## src/rtl/acc_cpu_pkg.sv

```systemverilog
// Shared types for the accumulator core: opcodes, FSM states, ALU selects, skip conditions.
package acc_cpu_pkg;

    localparam logic [15:0] RESET_PC_DEFAULT = 16'h0100;

    typedef enum logic [3:0] {
        OP_LOAD  = 4'h1,
        OP_STORE = 4'h2,
        OP_ADD   = 4'h3,
        OP_SUB   = 4'h4,
        OP_AND   = 4'h5,
        OP_OR    = 4'h6,
        OP_HALT  = 4'h7,
        OP_SKIP  = 4'h8,
        OP_JUMP  = 4'h9,
        OP_CLEAR = 4'hA
    } opcode_t;

    typedef enum logic [3:0] {
        ST_IDLE,
        ST_FETCH,
        ST_FETCH_WAIT,
        ST_DECODE,
        ST_MEM_REQ,
        ST_MEM_WAIT,
        ST_EXEC,
        ST_STORE,
        ST_HALT
    } state_t;

    localparam logic [1:0] ALU_OR  = 2'b00;
    localparam logic [1:0] ALU_ADD = 2'b01;
    localparam logic [1:0] ALU_SUB = 2'b10;
    localparam logic [1:0] ALU_AND = 2'b11;

    typedef enum logic [1:0] {
        SKC_NEG   = 2'b00,
        SKC_ZERO  = 2'b01,
        SKC_POS   = 2'b10,
        SKC_NEVER = 2'b11
    } skip_cond_t;

    function automatic logic [1:0] alu_sel_of(opcode_t op);
        case (op)
            OP_ADD:  return ALU_ADD;
            OP_SUB:  return ALU_SUB;
            OP_AND:  return ALU_AND;
            default: return ALU_OR;
        endcase
    endfunction

    function automatic logic is_mem_op(opcode_t op);
        return (op == OP_LOAD) || (op == OP_STORE) || (op == OP_ADD) ||
               (op == OP_SUB)  || (op == OP_AND)   || (op == OP_OR);
    endfunction

    function automatic logic is_defined_op(opcode_t op);
        return (op >= OP_LOAD) && (op <= OP_CLEAR);
    endfunction

endpackage

```

## src/rtl/acc_cpu_core_if.sv

```systemverilog
// Single-port synchronous RAM bus between the core (master) and the RAM (slave).
// Read data is valid the cycle after a cs&oe request; a write commits on the edge with cs&we.
interface acc_cpu_core_if #(
    parameter int ADDR_WIDTH = 18,
    parameter int DATA_WIDTH = 16
);
    logic [ADDR_WIDTH-1:0] mem_addr;
    logic [DATA_WIDTH-1:0] mem_wdata;
    logic [DATA_WIDTH-1:0] mem_rdata;
    logic                  mem_cs;
    logic                  mem_we;
    logic                  mem_oe;

    modport master (
        output mem_addr, mem_wdata, mem_cs, mem_we, mem_oe,
        input  mem_rdata
    );

    modport slave (
        input  mem_addr, mem_wdata, mem_cs, mem_we, mem_oe,
        output mem_rdata
    );
endinterface

```

## src/rtl/acc_cpu_core_alu.sv

```systemverilog
// Purpose: two-operand ALU (OR/ADD/SUB/AND), result wraps at WIDTH bits.
// Latency: combinational.
// Backpressure: none.
module alu
    import acc_cpu_pkg::*;
#(
    parameter int WIDTH = 16
) (
    input  logic [WIDTH-1:0] A,
    input  logic [WIDTH-1:0] B,
    input  logic [1:0]       ALU_Sel,
    output logic [WIDTH-1:0] ALU_Out
);
    always_comb begin
        ALU_Out = '0;
        case (ALU_Sel)
            ALU_OR:  ALU_Out = A | B;
            ALU_ADD: ALU_Out = A + B;
            ALU_SUB: ALU_Out = A - B;
            ALU_AND: ALU_Out = A & B;
            default: ALU_Out = '0;
        endcase
    end
endmodule

```

## src/rtl/acc_cpu_core.sv

```systemverilog
// Purpose: accumulator CPU, fetch/decode/execute over a sync RAM; ACC_CPU_ILLEGAL_TRAP_EN traps undefined opcodes.
// Latency: 3 cycles SKIP/JUMP/CLEAR/NOP, 5 STORE, 6 LOAD/ALU, HALT reached 3 cycles after fetch.
// Backpressure: none; RAM is assumed to answer every request the next cycle, start only honoured in IDLE/HALT.
module acc_cpu_core
    import acc_cpu_pkg::*;
#(
    parameter int ADDR_WIDTH = 18,
    parameter int DATA_WIDTH = 16,
    parameter logic [DATA_WIDTH-1:0] RESET_PC = DATA_WIDTH'(RESET_PC_DEFAULT)
) (
    input  logic                  clk,
    input  logic                  rst,
    input  logic                  start,
    acc_cpu_core_if.master        mem,
    output logic                  halted,
    output logic                  illegal,
    output logic [DATA_WIDTH-1:0] pc_o,
    output logic [DATA_WIDTH-1:0] ac_o
);

`ifdef ACC_CPU_ILLEGAL_TRAP_EN
    localparam bit TRAP_EN = 1'b1;
`else
    localparam bit TRAP_EN = 1'b0;
`endif

    state_t                state;
    state_t                state_d;
    logic [DATA_WIDTH-1:0] pc;
    logic [DATA_WIDTH-1:0] ir;
    logic [DATA_WIDTH-1:0] mbr;
    logic [DATA_WIDTH-1:0] ac;
    logic [DATA_WIDTH-1:0] mar;
    logic [DATA_WIDTH-1:0] addr_d;
    logic [DATA_WIDTH-1:0] operand;
    logic [DATA_WIDTH-1:0] alu_out;
    logic [1:0]            alu_sel;
    opcode_t               opcode;
    logic                  skip_taken;
    logic                  cs;
    logic                  we;
    logic                  oe;

    assign opcode  = opcode_t'(ir[DATA_WIDTH-1 -: 4]);
    assign operand = DATA_WIDTH'(ir[11:0]);
    assign alu_sel = alu_sel_of(opcode);

    alu #(.WIDTH(DATA_WIDTH)) u_alu (
        .A       (ac),
        .B       (mbr),
        .ALU_Sel (alu_sel),
        .ALU_Out (alu_out)
    );

    always_comb begin
        skip_taken = 1'b0;
        case (skip_cond_t'(ir[11:10]))
            SKC_NEG:   skip_taken = ac[DATA_WIDTH-1];
            SKC_ZERO:  skip_taken = (ac == '0);
            SKC_POS:   skip_taken = !ac[DATA_WIDTH-1] && (ac != '0);
            SKC_NEVER: skip_taken = 1'b0;
            default:   skip_taken = 1'b0;
        endcase
    end

    always_ff @(posedge clk or posedge rst) begin
        if (rst) begin
            state <= ST_IDLE;
        end else begin
            state <= state_d;
        end
    end

    // MAR holds the address through the wait/store cycles; only request cycles bypass it.
    always_comb begin
        state_d = state;
        cs      = 1'b0;
        we      = 1'b0;
        oe      = 1'b0;
        addr_d  = mar;
        case (state)
            ST_IDLE, ST_HALT: begin
                if (start) state_d = ST_FETCH;
            end
            ST_FETCH: begin
                cs      = 1'b1;
                oe      = 1'b1;
                addr_d  = pc;
                state_d = ST_FETCH_WAIT;
            end
            ST_FETCH_WAIT: begin
                cs      = 1'b1;
                oe      = 1'b1;
                state_d = ST_DECODE;
            end
            ST_DECODE: begin
                if (is_mem_op(opcode))                  state_d = ST_MEM_REQ;
                else if (opcode == OP_HALT)             state_d = ST_HALT;
                else if (TRAP_EN && !is_defined_op(opcode)) state_d = ST_HALT;
                else                                    state_d = ST_FETCH;
            end
            ST_MEM_REQ: begin
                cs     = 1'b1;
                addr_d = operand;
                if (opcode == OP_STORE) begin
                    state_d = ST_STORE;
                end else begin
                    oe      = 1'b1;
                    state_d = ST_MEM_WAIT;
                end
            end
            ST_MEM_WAIT: begin
                cs      = 1'b1;
                oe      = 1'b1;
                state_d = ST_EXEC;
            end
            ST_EXEC: begin
                state_d = ST_FETCH;
            end
            ST_STORE: begin
                cs      = 1'b1;
                we      = 1'b1;
                state_d = ST_FETCH;
            end
            default: begin
                state_d = ST_IDLE;
            end
        endcase
    end

    always_ff @(posedge clk or posedge rst) begin
        if (rst) begin
            pc  <= RESET_PC;
            ir  <= '0;
            mbr <= '0;
            ac  <= '0;
            mar <= '0;
        end else begin
            case (state)
                ST_FETCH:      mar <= pc;
                ST_FETCH_WAIT: ir  <= mem.mem_rdata;
                ST_DECODE: begin
                    case (opcode)
                        OP_JUMP: pc <= operand;
                        OP_SKIP: pc <= pc + (skip_taken ? DATA_WIDTH'(2) : DATA_WIDTH'(1));
                        default: pc <= pc + DATA_WIDTH'(1);
                    endcase
                    if (opcode == OP_CLEAR) ac <= '0;
                end
                ST_MEM_REQ: begin
                    mar <= operand;
                    if (opcode == OP_STORE) mbr <= ac;
                end
                ST_MEM_WAIT:   mbr <= mem.mem_rdata;
                ST_EXEC:       ac  <= (opcode == OP_LOAD) ? mbr : alu_out;
                default: ;
            endcase
        end
    end

`ifdef ACC_CPU_ILLEGAL_TRAP_EN
    logic illegal_q;

    // Sticky until reset so software can inspect it after the trap halt.
    always_ff @(posedge clk or posedge rst) begin
        if (rst) begin
            illegal_q <= 1'b0;
        end else if (state == ST_DECODE && !is_defined_op(opcode)) begin
            illegal_q <= 1'b1;
        end
    end
    assign illegal = illegal_q;
`else
    assign illegal = 1'b0;
`endif

    assign mem.mem_addr  = ADDR_WIDTH'(addr_d);
    assign mem.mem_wdata = mbr;
    assign mem.mem_cs    = cs;
    assign mem.mem_we    = we;
    assign mem.mem_oe    = oe;

    assign halted = (state == ST_HALT);
    assign pc_o   = pc;
    assign ac_o   = ac;

endmodule

```

## src/flat_wrapper.sv

```systemverilog
// flat-port wrapper written by rule: the top's interface ports become plain ports
module acc_cpu_core_flat import acc_cpu_pkg::*;
#(
    parameter int ADDR_WIDTH = 18,
    parameter int DATA_WIDTH = 16,
    parameter logic [DATA_WIDTH-1:0] RESET_PC = DATA_WIDTH'(RESET_PC_DEFAULT)
)
  (clk, rst, start, halted, illegal, pc_o, ac_o, mem_mem_addr, mem_mem_wdata, mem_mem_cs, mem_mem_we, mem_mem_oe, mem_mem_rdata);
  acc_cpu_core_if #(.ADDR_WIDTH(ADDR_WIDTH), .DATA_WIDTH(DATA_WIDTH)) mem_i ();
  input  logic clk;
  input  logic rst;
  input  logic start;
  output logic halted;
  output logic illegal;
  output logic [DATA_WIDTH-1:0] pc_o;
  output logic [DATA_WIDTH-1:0] ac_o;
  output wire logic [$bits(mem_i.mem_addr)-1:0] mem_mem_addr;
  output wire logic [$bits(mem_i.mem_wdata)-1:0] mem_mem_wdata;
  output wire logic [$bits(mem_i.mem_cs)-1:0] mem_mem_cs;
  output wire logic [$bits(mem_i.mem_we)-1:0] mem_mem_we;
  output wire logic [$bits(mem_i.mem_oe)-1:0] mem_mem_oe;
  input wire logic [$bits(mem_i.mem_rdata)-1:0] mem_mem_rdata;
  assign mem_mem_addr = mem_i.mem_addr;
  assign mem_mem_wdata = mem_i.mem_wdata;
  assign mem_mem_cs = mem_i.mem_cs;
  assign mem_mem_we = mem_i.mem_we;
  assign mem_mem_oe = mem_i.mem_oe;
  assign mem_i.mem_rdata = mem_mem_rdata;
  acc_cpu_core #(.ADDR_WIDTH(ADDR_WIDTH), .DATA_WIDTH(DATA_WIDTH), .RESET_PC(RESET_PC)) u_core (.clk(clk), .rst(rst), .start(start), .mem(mem_i), .halted(halted), .illegal(illegal), .pc_o(pc_o), .ac_o(ac_o));
endmodule
```

## config.mk

```make
export PLATFORM = sky130hd
export DESIGN_NAME = acc_cpu_core_flat
export DESIGN_NICKNAME = d
export VERILOG_FILES = /design/src/rtl/acc_cpu_pkg.sv /design/src/rtl/acc_cpu_core_if.sv /design/src/rtl/acc_cpu_core_alu.sv /design/src/rtl/acc_cpu_core.sv /design/src/flat_wrapper.sv
export SDC_FILE = /design/constraint.sdc
export NUM_CORES = 1
export LEC_CHECK = 0
export CORE_AREA = 2 2 111 113
export CTS_CLUSTER_DIAMETER = 60
export CTS_CLUSTER_SIZE = 10
export DETAILED_ROUTE_END_ITERATION = 8
export DIE_AREA = 0 0 113 115
export GPL_TIMING_DRIVEN = 0
export PLACE_DENSITY = 0.76
export REMOVE_ABC_BUFFERS = 1
export SETUP_SLACK_MARGIN = 0.15
export SKIP_LAST_GASP = 1
export SLEW_MARGIN = 20
export SYNTH_ARGS = -nofsm -noshare
export SYNTH_HDL_FRONTEND = slang
export SYNTH_SLANG_ARGS = --single-unit
export TNS_END_PERCENT = 1
```

## constraint.sdc

```tcl
create_clock -name clk -period 3.87 [get_ports clk]
set_clock_uncertainty 0.2 [all_clocks]
set_input_delay 1.161 -clock clk [delete_from_list [all_inputs] [get_ports clk]]
set_output_delay 1.161 -clock clk [all_outputs]
set_load 0.02 [all_outputs]
```

==> impl_summary.md, run 1 <==
Worst setup path
The critical path starts at u_core.state[2]. The standard cell with the maximum stage delay on the critical path is sky130_fd_sc_hd__clkdlybuf4s50_1. The largest single stage delay on the critical path is 610 ps.

In this run the critical register-to-register path is launched from u_core.ir[14]. The depth of the worst register-to-register path is 14. STA puts the critical path data required time at 2510 ps.

The data arrival time of the critical path is 2420 ps. The capturing point of the worst reg2reg path is u_core.ac_o[14]. The category of the worst setup path launch point is a flop.

The capturing element type of the critical path is an output pin. The critical path endpoint is mem_mem_addr[1]. The worst setup slack for register-to-register paths is 170 ps. The largest fanout on the critical path is 13. The type of the worst setup path is flop to output pin.

The critical path goes through nand2b_2 -> nor3_4 -> buf_6 -> nor2_4 -> nand2_1 -> nand2_1 -> clkdlybuf4s50_1. In this design, the critical path's most frequently occurring cell is sky130_fd_sc_hd__nand2_1.

Floorplanning
From bottom edge to top edge, the die measures 115 um. The initial utilization of the core area, before any placement, comes to 0.4758. The core region is 11,810 um2. The die is 113 um wide. The top-level I/O count is 90. In this run the core area contains 40 standard-cell rows. The die covers 13,000 um2.

Route
The initial DRC count is 522. The routed length per instance is 18.02 um. The pre-antenna-repair detailed-routing pass consisted of 9 iterations. The detail route stage leaves a number of antenna-violating nets equal to 0. After detailed routing, the total wire length is 15.82 mm.

The post-detailed-route via-to-cell ratio is 6.161. After detailed routing, the number of remaining DRC violations is 5. The via count is 5,409.

Yosys
Among all flip-flop cells after synthesis, the most frequent one is sky130_fd_sc_hd__dfrtp_1. The synthesized design contains 0 enable-type register cells. The fraction of the mapped netlist area in simple logic gates is 0.1955. Of the total synthesized cell area, the portion taken by XOR and XNOR cells is 0.04519. In the post-synthesis netlist, the biggest area contributors are sky130_fd_sc_hd__dfrtp_1 37%, sky130_fd_sc_hd__nand2_1 6.8%, sky130_fd_sc_hd__a21oi_1 5.2%, sky130_fd_sc_hd__ha_1 5.1%, sky130_fd_sc_hd__o21ai_0 4.0%. The share of async-settable or async-resettable flops after synthesis is 1.000.

The mux contribution to synthesized area is 0.06434. By area, the combinational part of the netlist is dominated by compound AO/OA/AOI/OAI gates. The synthesized-area fraction occupied by ao, oa, aoi and oai cells is 0.2148. The share of synthesized area in the top cell type comes to 0.3695.

The sequential share of the synthesized area is 0.3742. During synthesis, Yosys emitted a total of 0 warnings. After technology mapping, the gate count stands at 662. The summed instance area of the synthesized netlist is 5620 um2. The count of cell types in the netlist is 67. The average size of a mapped cell is 8.490 um2. The adder and majority cell fraction of the synthesized area is 0.05833. The cell taking the most area after synthesis is sky130_fd_sc_hd__dfrtp_1. The register bit total from synthesis is 84.

Timing
Setup repair after global routing could not meet its margin everywhere. The fmax is 264.5 MHz. Setup violations remaining at the end of the flow were counted as 0.

The worst pin sits at a relative slew slack of 0.2943. Across all setup checks in the final design, the least slack found is 88.60 ps. After routing, the total negative slack on setup checks comes to 0 ps. The final critical path time including I/O delays and setup is 3781 ps. The share of the clock period used by the worst path after layout is 0.9771.

The final-layout worst hold slack is 274.3 ps. The count of final max-slew check failures is 0. For the pin with the worst max-slew slack, the measured transition is 1056 ps.

The final hold violation count came to 0.

CTS
The number of buffers on the longest clock path is 2. In this run the clock root is driven by a sky130_fd_sc_hd__clkbuf_16. Clock-pin slew was measured on the worst setup and hold paths at 60 ps. The quantity of hold-fixing buffers added after cts is 0. The H-tree was split into 3 levels.

The clock drives 84 sinks. TritonCTS built the clock tree. Buffers inserted during clock tree synthesis total 9. The clock insertion delay at the later pin of the skew report is 340 ps.

Placement
The placed cell count is 857. The number of port buffers is 86. OpenSTA, run right after detailed placement, puts the worst setup slack at -501.4 ps.

The placed wire-length estimate is 11.17 mm. The instance area after placement is 6571 um2. Routability-driven placement finished with a final weighted congestion of 0.9208.

Run
The number of maximum-capacitance constraint violations is 0.

Layout
The combined area of the multi-input logic cells is 3369 um2. In the final design database the tool counted 770 nets. The count of cells in the finished layout, fillers not included, comes to 878. The repair_antennas step left the layout with diodes totalling 0. Summing all flip-flop and latch instances after layout gives 2111 um2.

The layout cell share with drive strength beyond 1 is 0.09713. The number of filler cells placed in the layout is 1,042. The library cell used most frequently in the layout, excluding fill and tap cells, is sky130_fd_sc_hd__nand2_1. The area growth from synthesis to layout is 24.44%.

Once layout is complete, the utilization of the core stands at 0.5922. Leaving out fill and tap cells, the most frequent cells in the layout are 102 x sky130_fd_sc_hd__nand2_1, 86 x sky130_fd_sc_hd__clkdlybuf4s50_1, 77 x sky130_fd_sc_hd__dfrtp_1. After routing the design area is 6994 um2.

GRT
The global-route wire length before repair is 25.45 mm. The initial antenna violation count is 0. The total routing resource utilization after global routing is 0.2430. The overflow left after global routing is 0.

Entering global routing, the biggest net connects 53 pins. The number of global-route vias before repair is 5,163.

Power
In this run the power density over the cells is 1108 nW/um2. The total internal power is 3.917 mW. The share of total power in combinational logic is 0.645. The analysis attributes to cell leakage a power of 2.882 nW. The switching power share of the total is 0.4944.

The power after layout is 7.747 mW. The worst voltage drop across the vdd grid is 0.5117 mV. The part of the power in the clock network is 0.106. Of the total power, registers draw 0.249. In this run the power spent charging and discharging nets is 3.831 mW.

Run status
The checks that failed: design-rule violations. The run finished, with violations left.

Min path
The path class of the lowest-slack min-delay path is flop to flop.
[kinds of logic (layout without fill, tap and decap cells)]
family / Yosys count / count (layout)
other cells: 1 / 3
fa+ha+maj: 25 / 25
flops: 84 / 84
mux: 34 / 34
xor+xnor: 29 / 29
compound gates: 194 / 194
buf+inv: 64 / 131
simple gates: 231 / 231
[critical path, delay by kind of cell, from the launching register on]
family	cells	cell delay, ps
simple gates	5	770
buf+inv	2	770
flops	1	520
[worst min path at each step]
stage	startpoint	to	slack, ps	depth (start not counted)
floorplan	u_core.ir[3]	u_core.ir[3]	300	1
global placement	u_core.mar[1]	u_core.mar[1]	260	2
detailed placement	u_core.mar[8]	u_core.mar[8]	260	2
CTS	u_core.mar[7]	u_core.mar[7]	280	2
global route	u_core.mar[8]	u_core.mar[8]	300	2
finish	u_core.mar[3]	u_core.mar[3]	270	2
[timing repair]
item                       in CTS  in global routing
setup endpoints to repair      29                 32
gates resized for setup        15                  7
pin swaps                       2                  2
setup buffers                   3                  1
[state kept, by name, summed over array words and instances (netlist names)]
register,count
u_core.ac_o,16
u_core.ir,16
u_core.mar,16
u_core.mem.mem_wdata,16
u_core.pc_o,16
u_core.state,4
[power groups by stage]
stage	sequential [mW]	combinational (mW)	clock, mW
final	1.93	5.00	0.818
after detailed placement	1.93	4.78	0
after global routing	2.00	5.42	0.874
after global placement	1.90	4.58	0
after floorplan	1.97	3.07	0
after CTS	1.91	4.89	0.824
[synthesized netlist by cell type (3+ instances only)]
| library cell | n |
|---|---|
| sky130_fd_sc_hd__o21ai_0 | 45 |
| sky130_fd_sc_hd__buf_2 | 10 |
| sky130_fd_sc_hd__xor2_1 | 7 |
| sky130_fd_sc_hd__nor2b_1 | 6 |
| sky130_fd_sc_hd__nor2_1 | 50 |
| sky130_fd_sc_hd__nand2b_1 | 12 |
| sky130_fd_sc_hd__o31ai_1 | 3 |
| sky130_fd_sc_hd__nand4_1 | 5 |
| sky130_fd_sc_hd__or4_1 | 3 |
| sky130_fd_sc_hd__o21ai_1 | 14 |
| sky130_fd_sc_hd__nor3_1 | 10 |
| sky130_fd_sc_hd__mux2_2 | 16 |
| sky130_fd_sc_hd__ha_1 | 23 |
| sky130_fd_sc_hd__a211oi_1 | 3 |
| sky130_fd_sc_hd__a22oi_1 | 19 |
| sky130_fd_sc_hd__a31oi_1 | 4 |
| sky130_fd_sc_hd__nand2_1 | 102 |
| sky130_fd_sc_hd__and3_1 | 6 |
| sky130_fd_sc_hd__a21oi_1 | 58 |
| sky130_fd_sc_hd__nand3_1 | 13 |
| sky130_fd_sc_hd__o22ai_1 | 3 |
| sky130_fd_sc_hd__xnor2_1 | 22 |
| sky130_fd_sc_hd__a221o_1 | 6 |
| sky130_fd_sc_hd__a221oi_1 | 3 |
| sky130_fd_sc_hd__buf_4 | 3 |
| sky130_fd_sc_hd__clkbuf_1 | 30 |
| sky130_fd_sc_hd__dfrtp_1 | 83 |
| sky130_fd_sc_hd__nor4_1 | 4 |
| sky130_fd_sc_hd__inv_1 | 21 |
| sky130_fd_sc_hd__a21o_1 | 7 |
| sky130_fd_sc_hd__o211ai_1 | 8 |
| sky130_fd_sc_hd__mux2i_1 | 17 |
[cell type report]
type,count,share of cell area
sequential,84,0.3018
tap,147,0.02630
inverter,21,0.01163
timing repair buffer,94,0.1385
clock inverter,5,0.005367
clock buffer,11,0.03470
multi-input combinational,516,0.4818
[metal layers]
metal  track usage  vias up  wire [um]
met5             0        -          0
met4       0.07642        0        287
met3       0.05482       33       1039
met2        0.4012      218       7724
met1        0.3210     2663       6769
li1              -     2495          -
No activity file was read; power rests on OpenSTA's default activity.
==> run 2: changes to the inputs <==
--- a/config.mk
+++ b/config.mk
@@ -12,6 +12,7 @@
 export DIE_AREA = 0 0 113 115
 export GPL_TIMING_DRIVEN = 0
 export PLACE_DENSITY = 0.76
+export RECOVER_POWER = 100
 export REMOVE_ABC_BUFFERS = 1
 export SETUP_SLACK_MARGIN = 0.15
 export SKIP_LAST_GASP = 1
==> impl_summary.md, run 2 (synthesis gave the netlist of run 1 again) <==
GRT
The initial antenna violation count is 0. Entering global routing, the biggest net connects 53 pins. For this run, the total global-route usage over all layers was measured as 0.2430. The global-route wire length before repair is 25.45 mm. The number of global-route vias before repair came to 5,163.

The overflow left after global routing is 0.

Route
The detailed-router iteration count before antenna repair is 7. After detailed routing, the number of remaining DRC violations is 5. After detailed routing, the average wire length per cell comes to 18.00 um.

The total detailed-routing wirelength is 15.80 mm. The routed layout has 5,437 vias. The post-detailed-route via-to-cell ratio is 6.192. The detailed router finished its first iteration with 551 violations. The residual antenna-violating net count after detailed routing is 0.

Min path
The path class of the lowest-slack min-delay path is flop to flop.

Worst setup path
The kind of cell adding the most delay to the critical path is simple AND/OR/NAND/NOR gates. The capturing element type of the critical path is an output pin. STA classifies the critical path startpoint as a flop. The worst setup path is of the flop to output pin kind. The largest fanout on the critical path is 9. The sum of buffers and inverters on the critical path is 1. The standard cell with the maximum stage delay on the critical path is sky130_fd_sc_hd__dlygate4sd3_1.

Traced cell by cell, the critical path runs through nand2b_1 -> nor3_1 -> nor2b_1 -> o31ai_1 -> nor2_1 -> dlygate4sd3_1. For flop-to-flop paths, the worst setup slack is 170 ps. The largest single stage delay on the critical path is 650 ps.

The required time of the worst setup path is 2510 ps. Data arrives at the worst endpoint at 2430 ps.

Layout
The library cells used most frequently in the layout, excluding fill and tap cells, are 102 x sky130_fd_sc_hd__nand2_1, 77 x sky130_fd_sc_hd__dfrtp_1, 58 x sky130_fd_sc_hd__a21oi_1. 0 antenna diodes ended up in the layout. After the last flow step, the layout net total stands at 770.

The layout cell share with drive strength beyond 1 is 0.09576. Leaving out filler cells and counting taps, the final layout contains 878. From synthesis to final layout, the design area changed by 23.91%. The most common cell after layout, fill and taps aside is sky130_fd_sc_hd__nand2_1.

Timing
The count of final max-slew check failures was 0. The worst setup margin is 82.86 ps. The final hold violation count is 0.

The fmax is 264.1 MHz. The clock period could shrink to 3787 ps. Headroom to the max-slew limit came out at 0.001714. Dividing the final minimum period by the clock period gives 0.9786. Setup repair after global routing could not meet its margin everywhere. For the pin with the worst max-slew slack, the measured transition is 1489 ps.

Setup violations remaining at the end of the flow were counted as 0.

CTS
Clock latency on the worst-skew pair, taken at its later pin, is 340 ps. The register clock-pin slew on the reported worst setup and hold paths is 60 ps. The clock root buffer is sky130_fd_sc_hd__clkbuf_16. The number of buffers added by the clock tree synthesis step is 9.

In this run the deepest clock path goes through 2 buffers. The number of levels the H-tree was split into is 3. The quantity of hold-fixing buffers added after cts is 0. The clock tree from TritonCTS is done. For this design, the sink count on the clock tree is 84.

Power
Cell internal power was estimated by the tool at 3.823 mW. The part of the power in the clock network is 0.107. Of the total power, the share spent switching nets is 0.4991. The net switching power figure is 3.809 mW. Of the total power, registers draw 0.252. The cell area power density is 1096 nW/um2. The power after layout is 7.632 mW. The standby leakage power is 2.982 nW. The share of total power in combinational logic is 0.641. The worst voltage drop across the vdd grid is 0.4940 mV.

Run status
The checks that failed: design-rule violations, max-capacitance violations. The run finished, with violations left.

Floorplanning
The top-level I/O count is 90. The floorplan die width is 113 um. The floorplan die height is 115 um.

For this configuration, the core starts out at a cell density of 0.4758. After floorplanning, the core was sized to cover 11,810 um2. The total die area is 13,000 um2. The number of core rows is 40.

Placement
The number of port buffers is 86. The global placement routability congestion is 0.9208. The placed cell count is 857. The HPWL after detailed placement is 11.17 mm. At the placement stage, the worst setup path has a slack of -501.4 ps.

Run
The number of maximum-capacitance constraint violations is 1.
[run 2: cell types whose count changed in the layout (fill, tap and decap cells not counted), sizes merged]
cell / before / now
buf: 8 / 6
clkbuf: 11 / 13
clkdlybuf4s50: 86 / 29
clkinvlp: 2 / 3
dlygate4sd3: 0 / 57
inv: 21 / 20
[run 2: path summary, 6_finish.rpt]
| path | from | to | cells past startpoint |
|---|---|---|---|
| worst min-delay path | u_core.mar[3] | u_core.mar[3] | 2 |
| worst max register to register | u_core.ir[14] | u_core.ac_o[14] | 14 |
| min in group asynchronous | rst | u_core.mar[14] | 2 |
| max in group asynchronous | rst | u_core.ir[3] | 3 |
| worst min register to register | u_core.mar[3] | u_core.mar[3] | 2 |
| worst max-delay path | u_core.ir[14] | mem_mem_oe | 6 |
[run 2: routing by layer]
layer	wire (um)	up-vias	global-route usage	share of wire
li1	-	2498	-	-
met1	6665	2670	0.3210	0.42
met2	7718	233	0.4012	0.49
met3	1130	36	0.05482	0.072
met4	286	0	0.07642	0.018
met5	0	-	0	0
[run 2: area by class of cell]
type	count	area (um2)
well taps	147	183.9
clock inverters	5	37.54
inverters	21	80.08
flip-flops and latches	84	2111
clock buffers	11	242.7
repair buffers	94	944.7
multi-input cells	516	3364
fillers	1048	4847
[run 2: repair_timing]
action / 4_1_cts / 5_1_grt
cloned: 0 / 0
pin swaps: 2 / 2
endpoints found under the setup margin: 29 / 32
buffers inserted: 3 / 1
gates resized for setup: 15 / 7
[run 2: per-stage QoR]
step	instance area, um2	setup TNS (ps)	util	hold WS (ps)
floorplan	5443	0	-	298.4
global placement	6487	-93190	0.5493	255.6
detailed placement	6571	-6862	0.5564	261.3
CTS	6940	0	0.5876	277.1
global route	6964	-594.3	0.5896	300.1
finish	6964	0	0.5896	276.9
[run 2: worst reg2reg max path, cell delays in order, from the launching register on]
cell	delay [ps]
sky130_fd_sc_hd__dfrtp_2	460
sky130_fd_sc_hd__nand2b_1	200
sky130_fd_sc_hd__nand2_1	80
sky130_fd_sc_hd__and3b_1	190
sky130_fd_sc_hd__inv_1	90
sky130_fd_sc_hd__ha_4	220
sky130_fd_sc_hd__a21oi_1	160
sky130_fd_sc_hd__xnor2_1	140
sky130_fd_sc_hd__ha_2	350
sky130_fd_sc_hd__a2111o_1	460
sky130_fd_sc_hd__a31oi_4	200
sky130_fd_sc_hd__o31a_2	190
sky130_fd_sc_hd__o211ai_1	130
sky130_fd_sc_hd__mux2_1	340
sky130_fd_sc_hd__a21o_1	170
[run 2: power by group through the flow]
| stage | registers [mW] | logic [mW] | clock network, mW |
|---|---|---|---|
| after floorplan | 1.97 | 3.07 | 0 |
| after global placement | 1.90 | 4.58 | 0 |
| after detailed placement | 1.93 | 4.78 | 0 |
| after CTS | 1.91 | 4.89 | 0.824 |
| after global routing | 2.00 | 5.32 | 0.874 |
| final | 1.92 | 4.89 | 0.818 |
==> run 3: changes to the inputs <==
--- a/config.mk
+++ b/config.mk
@@ -5,13 +5,12 @@
 export SDC_FILE = /design/constraint.sdc
 export NUM_CORES = 1
 export LEC_CHECK = 0
-export CORE_AREA = 2 2 111 113
+export CORE_AREA = 2 2 123 101
 export CTS_CLUSTER_DIAMETER = 60
-export CTS_CLUSTER_SIZE = 10
 export DETAILED_ROUTE_END_ITERATION = 8
-export DIE_AREA = 0 0 113 115
+export DIE_AREA = 0 0 125 103
 export GPL_TIMING_DRIVEN = 0
-export PLACE_DENSITY = 0.76
+export PLACE_DENSITY = 0.77
 export RECOVER_POWER = 100
 export REMOVE_ABC_BUFFERS = 1
 export SETUP_SLACK_MARGIN = 0.15
==> impl_summary.md, run 3 (synthesis gave the netlist of run 1 again) <==
Timing
The final critical path time including I/O delays and setup is 3820 ps. At the pin with the least slew margin, the transition time is 1142 ps. The count of final setup violators is 0. The final hold violation count is 0.

The count of final max-slew check failures is 0. Setup repair after global routing could not meet its margin everywhere. Headroom to the max-slew limit came out at 0.2347. The fmax is 261.8 MHz.

In the post-route analysis, the smallest setup slack over all paths is 50.27 ps. The share of the clock period used by the worst path after layout is 0.9870.

Floorplanning
The floorplan step set the die width to 125 um. For this configuration, the core starts out at a cell density of 0.4763. The total die area is 12,880 um2.

The floorplan die height is 103 um. The area of the placeable core is 11,800 um2. The number of core rows is 36.

90 I/O pins were placed.

Placement
The placed instances occupy a cell area of 6605 um2. After legalization and detailed placement, the total HPWL measured 11.27 mm. Routability-driven placement finished with a final weighted congestion of 0.8910. The pre-CTS setup slack is -649.3 ps. The number of port buffers is 86.

Layout
After the last flow step, the layout net total stands at 774. The area growth from synthesis to layout is 25.45%. The library cell used most frequently in the layout, excluding fill and tap cells, is sky130_fd_sc_hd__nand2_1.

Leaving out fill and tap cells, the most frequent cells in the layout are 102 x sky130_fd_sc_hd__nand2_1, 77 x sky130_fd_sc_hd__dfrtp_1, 58 x sky130_fd_sc_hd__a21oi_1. The layout has 1,038 filler cells. The design area is 7051 um2. The layout cell share with drive strength beyond 1 is 0.1020. The repair_antennas step left the layout with diodes totalling 0.

GRT
The first global-routing pass estimated 25.85 mm of wire. Global routing finished with a remaining overflow of 0. The number of global-route vias before repair is 5,074. The maximum number of pins on one net before global-route repair is 60. For this run, the total global-route usage over all layers was measured as 0.2502. The initial antenna violation count is 0.

Worst setup path
The critical path is of the flop to output pin type. The required time of the worst setup path is 2510 ps. The worst setup slack for register-to-register paths is 120 ps.

The category of the worst setup path launch point is a flop. The capturing element type of the critical path is an output pin. In this run the worst path has a maximum fanout of 17. The data arrival time of the critical path is 2460 ps.

CTS
The number of levels the H-tree was split into is 3. For this design, the sink count on the clock tree is 84. The number of buffers on the longest clock path is 2.

The clock tree from TritonCTS is done. Clock latency on the worst-skew pair, taken at its later pin, is 340 ps. The number of buffers added by the clock tree synthesis step is 9. The clock root buffer is sky130_fd_sc_hd__clkbuf_16. Clock-pin slew was measured on the worst setup and hold paths at 60 ps.

Route
The via count is 5,354. Dividing the detail-routed wire length by the instance count gives 18.12 um. For this run, design rule violations remaining after detail routing come to 0.

The initial DRC count is 450. Using the TritonRoute via totals, the vias-per-cell ratio works out to 6.036. Summed over all layers, the routed wires come to 16.08 mm. Once detail routing completed, the nets flagged for antenna violations numbered 0.

For this run, the detailed router's first-pass iteration total came to 5.

Power
IR analysis of the VDD net gives a maximum drop of 0.5123 mV. For this design the ratio of total power to cell area is 1100 nW/um2. The standby leakage power is 3.020 nW.

Run status
The run finished with clean final reports.

Run
The number of maximum-capacitance constraint violations is 0.

Min path
In this run the worst hold path is classified as flop to flop.
-- run 3: layout make-up --
| type | count | area, um2 | share of cell area |
|---|---|---|---|
| Clock buffer | 11 | 242.7 | 0.03443 |
| Clock inverter | 5 | 60.06 | 0.008518 |
| Sequential cell | 84 | 2111 | 0.2994 |
| Multi-Input combinational cell | 516 | 3390 | 0.4807 |
| Inverter | 21 | 80.08 | 0.01136 |
| Timing Repair Buffer | 98 | 977.2 | 0.1386 |
| Tap cell | 152 | 190.2 | 0.02697 |
-- run 3: metal layers --
| layer | track usage | routed length (um) |
|---|---|---|
| met5 | 0 | 0 |
| met4 | 0.07009 | 188 |
| met3 | 0.05189 | 1058 |
| met2 | 0.4156 | 7662 |
| met1 | 0.3373 | 7166 |
-- run 3: stage by stage --
| stage | hold WS, ps | setup TNS, ps | util | power (mW) | instances |
|---|---|---|---|---|---|
| floorplan | 298.4 | 0 | - | 5.049 | 621 |
| global placement | 252.3 | -98670 | 0.5503 | 6.484 | 859 |
| detailed placement | 257.5 | -9505 | 0.5597 | 6.713 | 863 |
| CTS | 273.0 | 0 | 0.5945 | 7.729 | 884 |
| global route | 298.9 | -788.9 | 0.5974 | 8.336 | 887 |
| finish | 266.6 | 0 | 0.5974 | 7.754 | 887 |
-- run 3: final timing paths --
kind | endpoint | from | cells after the start
worst max-delay path | mem_mem_addr[8] | u_core.state[3] | 8
worst min-delay path | u_core.mar[2] | u_core.mar[2] | 2
worst max register to register | u_core.ac_o[15] | u_core.ir[14] | 13
worst min register to register | u_core.mar[2] | u_core.mar[2] | 2
max in group asynchronous | u_core.ac_o[7] | rst | 3
min in group asynchronous | u_core.mar[15] | rst | 2
-- run 3: worst max-delay path, stage by stage (launching register included) --
cell,delay (ps)
sky130_fd_sc_hd__dfrtp_2,490
sky130_fd_sc_hd__nor2_1,130
sky130_fd_sc_hd__nand2_1,160
sky130_fd_sc_hd__nor2_4,70
sky130_fd_sc_hd__buf_12,160
sky130_fd_sc_hd__nor2_4,270
sky130_fd_sc_hd__nand2_1,110
sky130_fd_sc_hd__nand2_1,100
sky130_fd_sc_hd__clkdlybuf4s50_1,610
-- run 3: repair_timing --
item	in CTS	in global routing
hold buffers	0	0
setup endpoints to repair	31	33
gates resized for setup	16	9
setup buffers	5	2
cloned	0	0
pin swaps	3	3
-- run 3: where the power goes --
| part | internal (mW) | switching (mW) |
|---|---|---|
| Clock | 0.520 | 0.362 |
| Sequential | 1.26 | 0.678 |
| Combinational | 2.14 | 2.80 |
